$ cat src/rtl/rca_defs_pkg.sv
// Shared defaults and configuration helpers for the pipelined ripple-carry adder.
// Optional feature macro: RCA_OVERFLOW_EN (adds the registered two's-complement overflow output).
`ifndef RCA_STAGES
`define RCA_STAGES(w, s) ((w) / (s))
`endif

package rca_defs;

  localparam int unsigned RCA_DEF_WIDTH = 32;
  localparam int unsigned RCA_DEF_SEG_W = 8;
  localparam int unsigned RCA_MAX_STAGES = 16;

  function automatic int unsigned rca_stages(input int unsigned width, input int unsigned seg_w);
    return `RCA_STAGES(width, seg_w);
  endfunction

  // Zero when the width splits evenly into segments and the stage count is in range.
  function automatic int unsigned rca_cfg_err(input int unsigned width, input int unsigned seg_w);
    if (seg_w == 0) return 1;
    if ((width % seg_w) != 0) return 1;
    if (`RCA_STAGES(width, seg_w) < 1 || `RCA_STAGES(width, seg_w) > RCA_MAX_STAGES) return 1;
    return 0;
  endfunction

  localparam int unsigned RCA_DEF_CFG_ERR = rca_cfg_err(RCA_DEF_WIDTH, RCA_DEF_SEG_W);

endpackage

$ cat src/rtl/full_adder.sv
// Single-bit full adder, the leaf cell of every segment ripple chain.
module full_adder (
  input  logic i_a,
  input  logic i_b,
  input  logic i_cin,
  output logic o_s,
  output logic o_cout
);

  assign o_s    = i_a ^ i_b ^ i_cin;
  assign o_cout = (i_a & i_b) | (i_cin & (i_a ^ i_b));

endmodule

$ cat src/rtl/rca_segment.sv
// Combinational SEG_W-bit ripple chain of full adders; no lookahead.
module rca_segment #(
  parameter int unsigned SEG_W = 8
) (
  input  logic [SEG_W-1:0] i_a,
  input  logic [SEG_W-1:0] i_b,
  input  logic             i_cin,
  output logic [SEG_W-1:0] o_s,
  output logic             o_cout
);

  logic [SEG_W:0] w_c;

  assign w_c[0] = i_cin;

  for (genvar i = 0; i < SEG_W; i++) begin : g_bit
    full_adder u_fa (
      .i_a    (i_a[i]),
      .i_b    (i_b[i]),
      .i_cin  (w_c[i]),
      .o_s    (o_s[i]),
      .o_cout (w_c[i+1])
    );
  end

  assign o_cout = w_c[SEG_W];

endmodule

$ cat src/rtl/pipelined_rca_adder.sv
// Pipelined ripple-carry adder: one SEG_W segment per stage, whole-pipe stall on backpressure.
// Define RCA_OVERFLOW_EN to add the registered two's-complement overflow output.
module pipelined_rca_adder
  import rca_defs::*;
#(
  parameter int unsigned WIDTH = RCA_DEF_WIDTH,
  parameter int unsigned SEG_W = RCA_DEF_SEG_W
) (
  input  logic             clk,
  input  logic             rst_n,
  input  logic             in_valid,
  output logic             in_ready,
  input  logic [WIDTH-1:0] a,
  input  logic [WIDTH-1:0] b,
  input  logic             carry_in,
  output logic             out_valid,
  input  logic             out_ready,
  output logic [WIDTH-1:0] sum,
  output logic             carry_out
`ifdef RCA_OVERFLOW_EN
  ,
  output logic             overflow
`endif
);

  localparam int unsigned STAGES = rca_stages(WIDTH, SEG_W);

  if (rca_cfg_err(WIDTH, SEG_W) != 0) begin : g_bad_cfg
    $error("pipelined_rca_adder: WIDTH must be a multiple of SEG_W giving 1..16 stages");
  end

  logic w_adv;
  logic w_in_fire;

  assign w_adv     = !out_valid || out_ready;
  assign in_ready  = w_adv;
  assign w_in_fire = in_valid && w_adv;

  for (genvar k = 0; k < STAGES; k++) begin : g_stage
    localparam int unsigned DoneW = (k + 1) * SEG_W;

    logic [SEG_W-1:0] w_seg_a;
    logic [SEG_W-1:0] w_seg_b;
    logic [SEG_W-1:0] w_seg_s;
    logic             w_cin;
    logic             w_cout;
    logic             w_valid_d;
    logic [DoneW-1:0] w_sum_d;

    logic             r_valid;
    logic             r_carry;
    logic [DoneW-1:0] r_sum;

    if (k == 0) begin : g_head
      assign w_seg_a   = a[SEG_W-1:0];
      assign w_seg_b   = b[SEG_W-1:0];
      assign w_cin     = carry_in;
      assign w_valid_d = w_in_fire;
      assign w_sum_d   = w_seg_s;
    end else begin : g_body
      assign w_seg_a   = g_stage[k-1].g_fwd.r_a[SEG_W-1:0];
      assign w_seg_b   = g_stage[k-1].g_fwd.r_b[SEG_W-1:0];
      assign w_cin     = g_stage[k-1].r_carry;
      assign w_valid_d = g_stage[k-1].r_valid;
      assign w_sum_d   = {w_seg_s, g_stage[k-1].r_sum};
    end

    rca_segment #(
      .SEG_W (SEG_W)
    ) u_seg (
      .i_a    (w_seg_a),
      .i_b    (w_seg_b),
      .i_cin  (w_cin),
      .o_s    (w_seg_s),
      .o_cout (w_cout)
    );

    // Bubbles load too, so sum data may change while valid is low.
    always_ff @(posedge clk) begin
      if (!rst_n) begin
        r_valid <= 1'b0;
        r_carry <= 1'b0;
        r_sum   <= '0;
      end else if (w_adv) begin
        r_valid <= w_valid_d;
        r_carry <= w_cout;
        r_sum   <= w_sum_d;
      end
    end

    if (k < STAGES - 1) begin : g_fwd
      localparam int unsigned UpW = WIDTH - DoneW;

      logic [UpW-1:0] w_a_up;
      logic [UpW-1:0] w_b_up;
      logic [UpW-1:0] r_a;
      logic [UpW-1:0] r_b;

      if (k == 0) begin : g_src_in
        assign w_a_up = a[WIDTH-1:SEG_W];
        assign w_b_up = b[WIDTH-1:SEG_W];
      end else begin : g_src_prev
        assign w_a_up = g_stage[k-1].g_fwd.r_a[WIDTH-k*SEG_W-1:SEG_W];
        assign w_b_up = g_stage[k-1].g_fwd.r_b[WIDTH-k*SEG_W-1:SEG_W];
      end

      always_ff @(posedge clk) begin
        if (w_adv) begin
          r_a <= w_a_up;
          r_b <= w_b_up;
        end
      end
    end

`ifdef RCA_OVERFLOW_EN
    if (k == STAGES - 1) begin : g_ovf
      logic r_ovf;

      // Operand MSBs arrive here as the top bits of the last forwarded segment.
      always_ff @(posedge clk) begin
        if (!rst_n) begin
          r_ovf <= 1'b0;
        end else if (w_adv) begin
          r_ovf <= (w_seg_a[SEG_W-1] == w_seg_b[SEG_W-1]) &&
                   (w_seg_s[SEG_W-1] != w_seg_a[SEG_W-1]);
        end
      end
    end
`endif
  end

  assign out_valid = g_stage[STAGES-1].r_valid;
  assign sum       = g_stage[STAGES-1].r_sum;
  assign carry_out = g_stage[STAGES-1].r_carry;
`ifdef RCA_OVERFLOW_EN
  assign overflow  = g_stage[STAGES-1].g_ovf.r_ovf;
`endif

endmodule
$ cat config.mk
export PLATFORM = sky130hd
export DESIGN_NAME = pipelined_rca_adder
export DESIGN_NICKNAME = d
export VERILOG_FILES = /design/src/rtl/rca_defs_pkg.sv /design/src/rtl/full_adder.sv /design/src/rtl/rca_segment.sv /design/src/rtl/pipelined_rca_adder.sv
export SDC_FILE = /design/constraint.sdc
export NUM_CORES = 1
export LEC_CHECK = 0
export ABC_AREA = 1
export CORE_AREA = 2 2 139 141
export CTS_BUF_LIST = sky130_fd_sc_hd__clkbuf_8 sky130_fd_sc_hd__clkbuf_16
export CTS_CLUSTER_SIZE = 40
export DETAILED_ROUTE_END_ITERATION = 10
export DIE_AREA = 0 0 141 143
export SYNTH_ARGS = -nofsm -noshare
export SYNTH_HDL_FRONTEND = slang
export SYNTH_SLANG_ARGS = --single-unit
$ cat constraint.sdc
create_clock -name clk -period 16.05 [get_ports clk]
set_input_delay 4.815 -clock clk [delete_from_list [all_inputs] [get_ports clk]]
set_output_delay 4.815 -clock clk [all_outputs]
set_load 0.1 [all_outputs]
After elaboration in Yosys (flattened, before gate mapping)
Cells that the tools add are included.
{ "classes": {"add_sub_neg": 0, "n_mul": 0, "n_div": 0, "order_cmp": 0, "n_eq_ne": 0, "shifts": 0, "mux": 0, "bitwise": 160, "n_reduce_logical": 3} }
{ "ops": {"columns": ["op", "count"], "rows": [
  ["$and 1x1->1", 64],
  ["$xor 1x1->1", 64],
  ["$or 1x1->1", 32],
  ["$logic_and 1x1->1", 1],
  ["$logic_not 1->1", 1],
  ["$logic_or 1x1->1", 1]
]} }
{ "totals": {"ff_bits": 184, "latchBits": 0, "mem_bits_rw": 0, "romBits": 0, "out_inout_bits": 35, "n_memories": 0} }

Depth between registers and ports, before layout
{ "logic_depth": {"ltp_word": 17, "ltp_mapped": 14} }

Cells and area by module
Synthesis repeated with hierarchy kept, for this count alone.
{ "hier_totals": {"cells_unflattened": 694, "area_unflattened_um2": 7243.2} }
{ "by_module_without_submodules": {"columns": ["module", "instances", "cells_per_inst", "area_per_inst_um2", "seq_area_each_um2"], "rows": [
  ["pipelined_rca_adder", 1, 662, 6602.6, 4644.5],
  ["full_adder", 32, 1, 20.0, 0.0]
]} }

Worst setup path after synthesis
No wires, ideal clock.
{ "synth_timing": {"path_kind": "in2out", "start": "input out_ready", "end": "output in_ready", "arrival_time_ns": 7.720, "required_ns": 11.235, "slack_ns": 3.515, "cell_stages": 3, "path_buffers": 1, "cell_sequence": "inv_2 -> buf_2 -> nand2_1"} }
{ "synth_via": {"elab_chain_cells": 1} }
{ "synth_lines": {"columns": ["element", "line_no", "text"], "rows": [
  ["from (decl)", "pipelined_rca_adder.sv:17", "input logic out_ready,"],
  ["$logic_or 1x1->1", "pipelined_rca_adder.sv:35", "assign w_adv = !out_valid || out_ready;"],
  ["to (decl)", "pipelined_rca_adder.sv:12", "output logic in_ready,"]
]} }
Every way passes these cells.

Worst setup path in the final report
Same ends and word-level chain as after synthesis.

==> summary.txt <==
hold-critical path depth -> 0
register area share after synthesis -> 0.630
crit path from -> out_ready
die width -> 141 um
Hold-fix buffers, CTS -> 0
# nets final -> 920
share of layout cells above drive strength 1 -> 0.0505
CTS tree -> built
Period minus WS final -> 12,150 ps
ant diodes -> 0
H-tree depth -> 4
max-cap viol count -> 0
clock tree sinks -> 184
Clock Skew -> 12.6 ps
worst r2r path cells -> 14
clock buffer depth -> 2
VDD IR max -> 0.0780 mV
Ys Warns -> 0
synthesized flop and latch total -> 184
vias in the first global route -> 4,216
post-synthesis mux area share -> 0
routability cong. -> 0.696
Max Slew Vio Count -> 0
Starting Density -> 0.397
port bufs -> 103
worst hold path startpoint -> g_stage[1].g_fwd.r_a[11]
Synth cell types -> 15
Post-Synth Simple-Gate Area -> 0.194
post-CTS resize count -> 0
post-DR wirelength/cell -> 12.2 um
final setup fails -> 0
final routed DRC violation total -> 0
full die area -> 20,200 sq um
syn_area_per_cell -> 10.1 sq um
Crit Path Class -> in -> out
Pwr Total -> 1180 uW
final WL -> 13.0 mm
largest net degree at the start of global routing -> 89
final hold vios -> 0
leading cell types in the layout, fill and taps excluded -> nor2_1 (174), inv_1 (124), clkdlybuf4s50_1 (102), edfxtp_1 (96)
Avg Vias per Cell -> 4.25
RSZ-0062 raised after global routing -> false
row cnt -> 50
post-DP HPWL -> 7.77 mm
remaining global-route overflow -> 0
outcome -> finished clean
Adder-Cell Fraction of Synth Area -> 0.0868
largest family of logic cells by synthesized area -> simple AND/OR/NAND/NOR gates
Final Util -> 0.494
clock buffer count from CTS -> 17
chip height -> 143 um
Synth Area in Compound Gates -> 0.00102
critical path launch point type -> input pin
Clock Latency Late Sink -> 430 ps
hold slack -> 408 ps
Vias -> 4,528
Slew HR -> 0.307
syn nets -> 832
Least-Margin Pin Slew -> 1040 ps
clk slew on worst S/H paths -> 80 ps
Worst EP required -> 11,230 ps
fin crit share -> 0.757
initial antenna violation count -> 0
Max Clock Freq -> 82.3 MHz
synthesized area -> 7380 sq um
area grow syn2layout -> 24.5%
CP Max Fanout -> 39
setup_tns -> 0 ps
Worst Hold Class -> reg -> reg
count of boundary I/O pins -> 104
CP endpoint kind -> primary output
1st-iter DRT viols -> 377
crit path DAT -> 7330 ps
Tot GR Track Use -> 0.136
leading cell type in the layout, fill and taps excluded -> nor2_1
postcts setup bufs -> 0
ANT nets after route -> 0
clock root buffer -> clkbuf_16
Gate Count Post-Synth -> 731
First-pass DRT Iterations -> 4
wire length of the first global-routing pass -> 21.3 mm
pwr/cell area -> 129 nW/um^2
post-synthesis xor/xnor area fraction -> 0
total leakage power -> 0.00372 uW
Floorplan Core Area -> 18,600 sq um
r2r startpoint -> g_stage[2].g_fwd.r_a[0]
-- power breakdown --
group / leakage, uW / switching (uW) / internal [uW]
clock: 0.000305 / 195 / 239
combinational: 0.00167 / 127 / 66.5
sequential: 0.00174 / 18.4 / 537
-- cells in the mapped netlist --
cell type | number | share of area
buf_6 | 1 | 0.0015
buf_1 | 9 | 0.0046
dfxtp_1 | 88 | 0.24
clkbuf_1 | 9 | 0.0046
inv_2 | 2 | 0.0010
nor2_1 | 174 | 0.089
inv_1 | 124 | 0.063
buf_4 | 3 | 0.0031
nor2_4 | 1 | 0.0015
a21boi_0 | 1 | 0.0010
nand2_1 | 88 | 0.045
nand3_1 | 87 | 0.059
fa_1 | 32 | 0.087
buf_2 | 16 | 0.011
edfxtp_1 | 96 | 0.39
-- final cells by class --
class / count / area [sq um]
Clock inverter: 15 / 199
Multi-Input combinational cell: 383 / 2090
Tap cell: 234 / 293
Inverter: 126 / 473
Clock buffer: 17 / 425
Sequential cell: 184 / 4650
Timing Repair Buffer: 107 / 1060
Fill cell: 1700 / 9400
-- final timing paths --
check | endpoint | slack (ps)
setup / recovery | in_ready | 3900
hold / removal | g_stage[2].g_fwd.r_a[3] | 410
setup reg to reg | sum[31] | 11760
hold reg to reg | g_stage[2].g_fwd.r_a[3] | 410
-- metal layers --
layer  global-route usage  up-vias  part of all wire
li1                     -     2415                 -
met1                0.187     2032              0.49
met2                0.212       77              0.46
met3               0.0409        4             0.039
met4               0.0379        0            0.0063
met5                    0        -                 0
-- sequential cells by signal, indices dropped and copies added (netlist names) --
signal / count
g_stage.g_fwd.r_b: 48
g_stage.g_fwd.r_a: 48
g_stage.r_valid: 3
g_stage.r_carry: 3
out_valid: 1
sum: 32
g_stage.r_sum: 48
carry_out: 1
-- cells by family after synthesis --
| logic type | count (synthesis) |
|---|---|
| AOI/OAI and AO/OA | 1 |
| adders and majority gates | 32 |
| buffers and inverters | 164 |
| DFF | 184 |
| and+or+nand+nor | 350 |
-- worst max-delay path: stages --
cell and delay, ps:
clkdlybuf4s50_1 470, inv_2 560, nand2_4 370, clkdlybuf4s50_1 1080
-- stage by stage --
| stage | setup slack (ps) | std cells | instance area [sq um] |
|---|---|---|---|
| after detailed placement | 3870 | 1034 | 8560 |
| after global placement | 3890 | 1034 | 8560 |
| after floorplan | 3510 | 731 | 7380 |
| after CTS | 3860 | 1066 | 9180 |
| after global routing | 3770 | 1066 | 9180 |
| final | 3900 | 1066 | 9180 |
(Power assumes the default switching activity.)
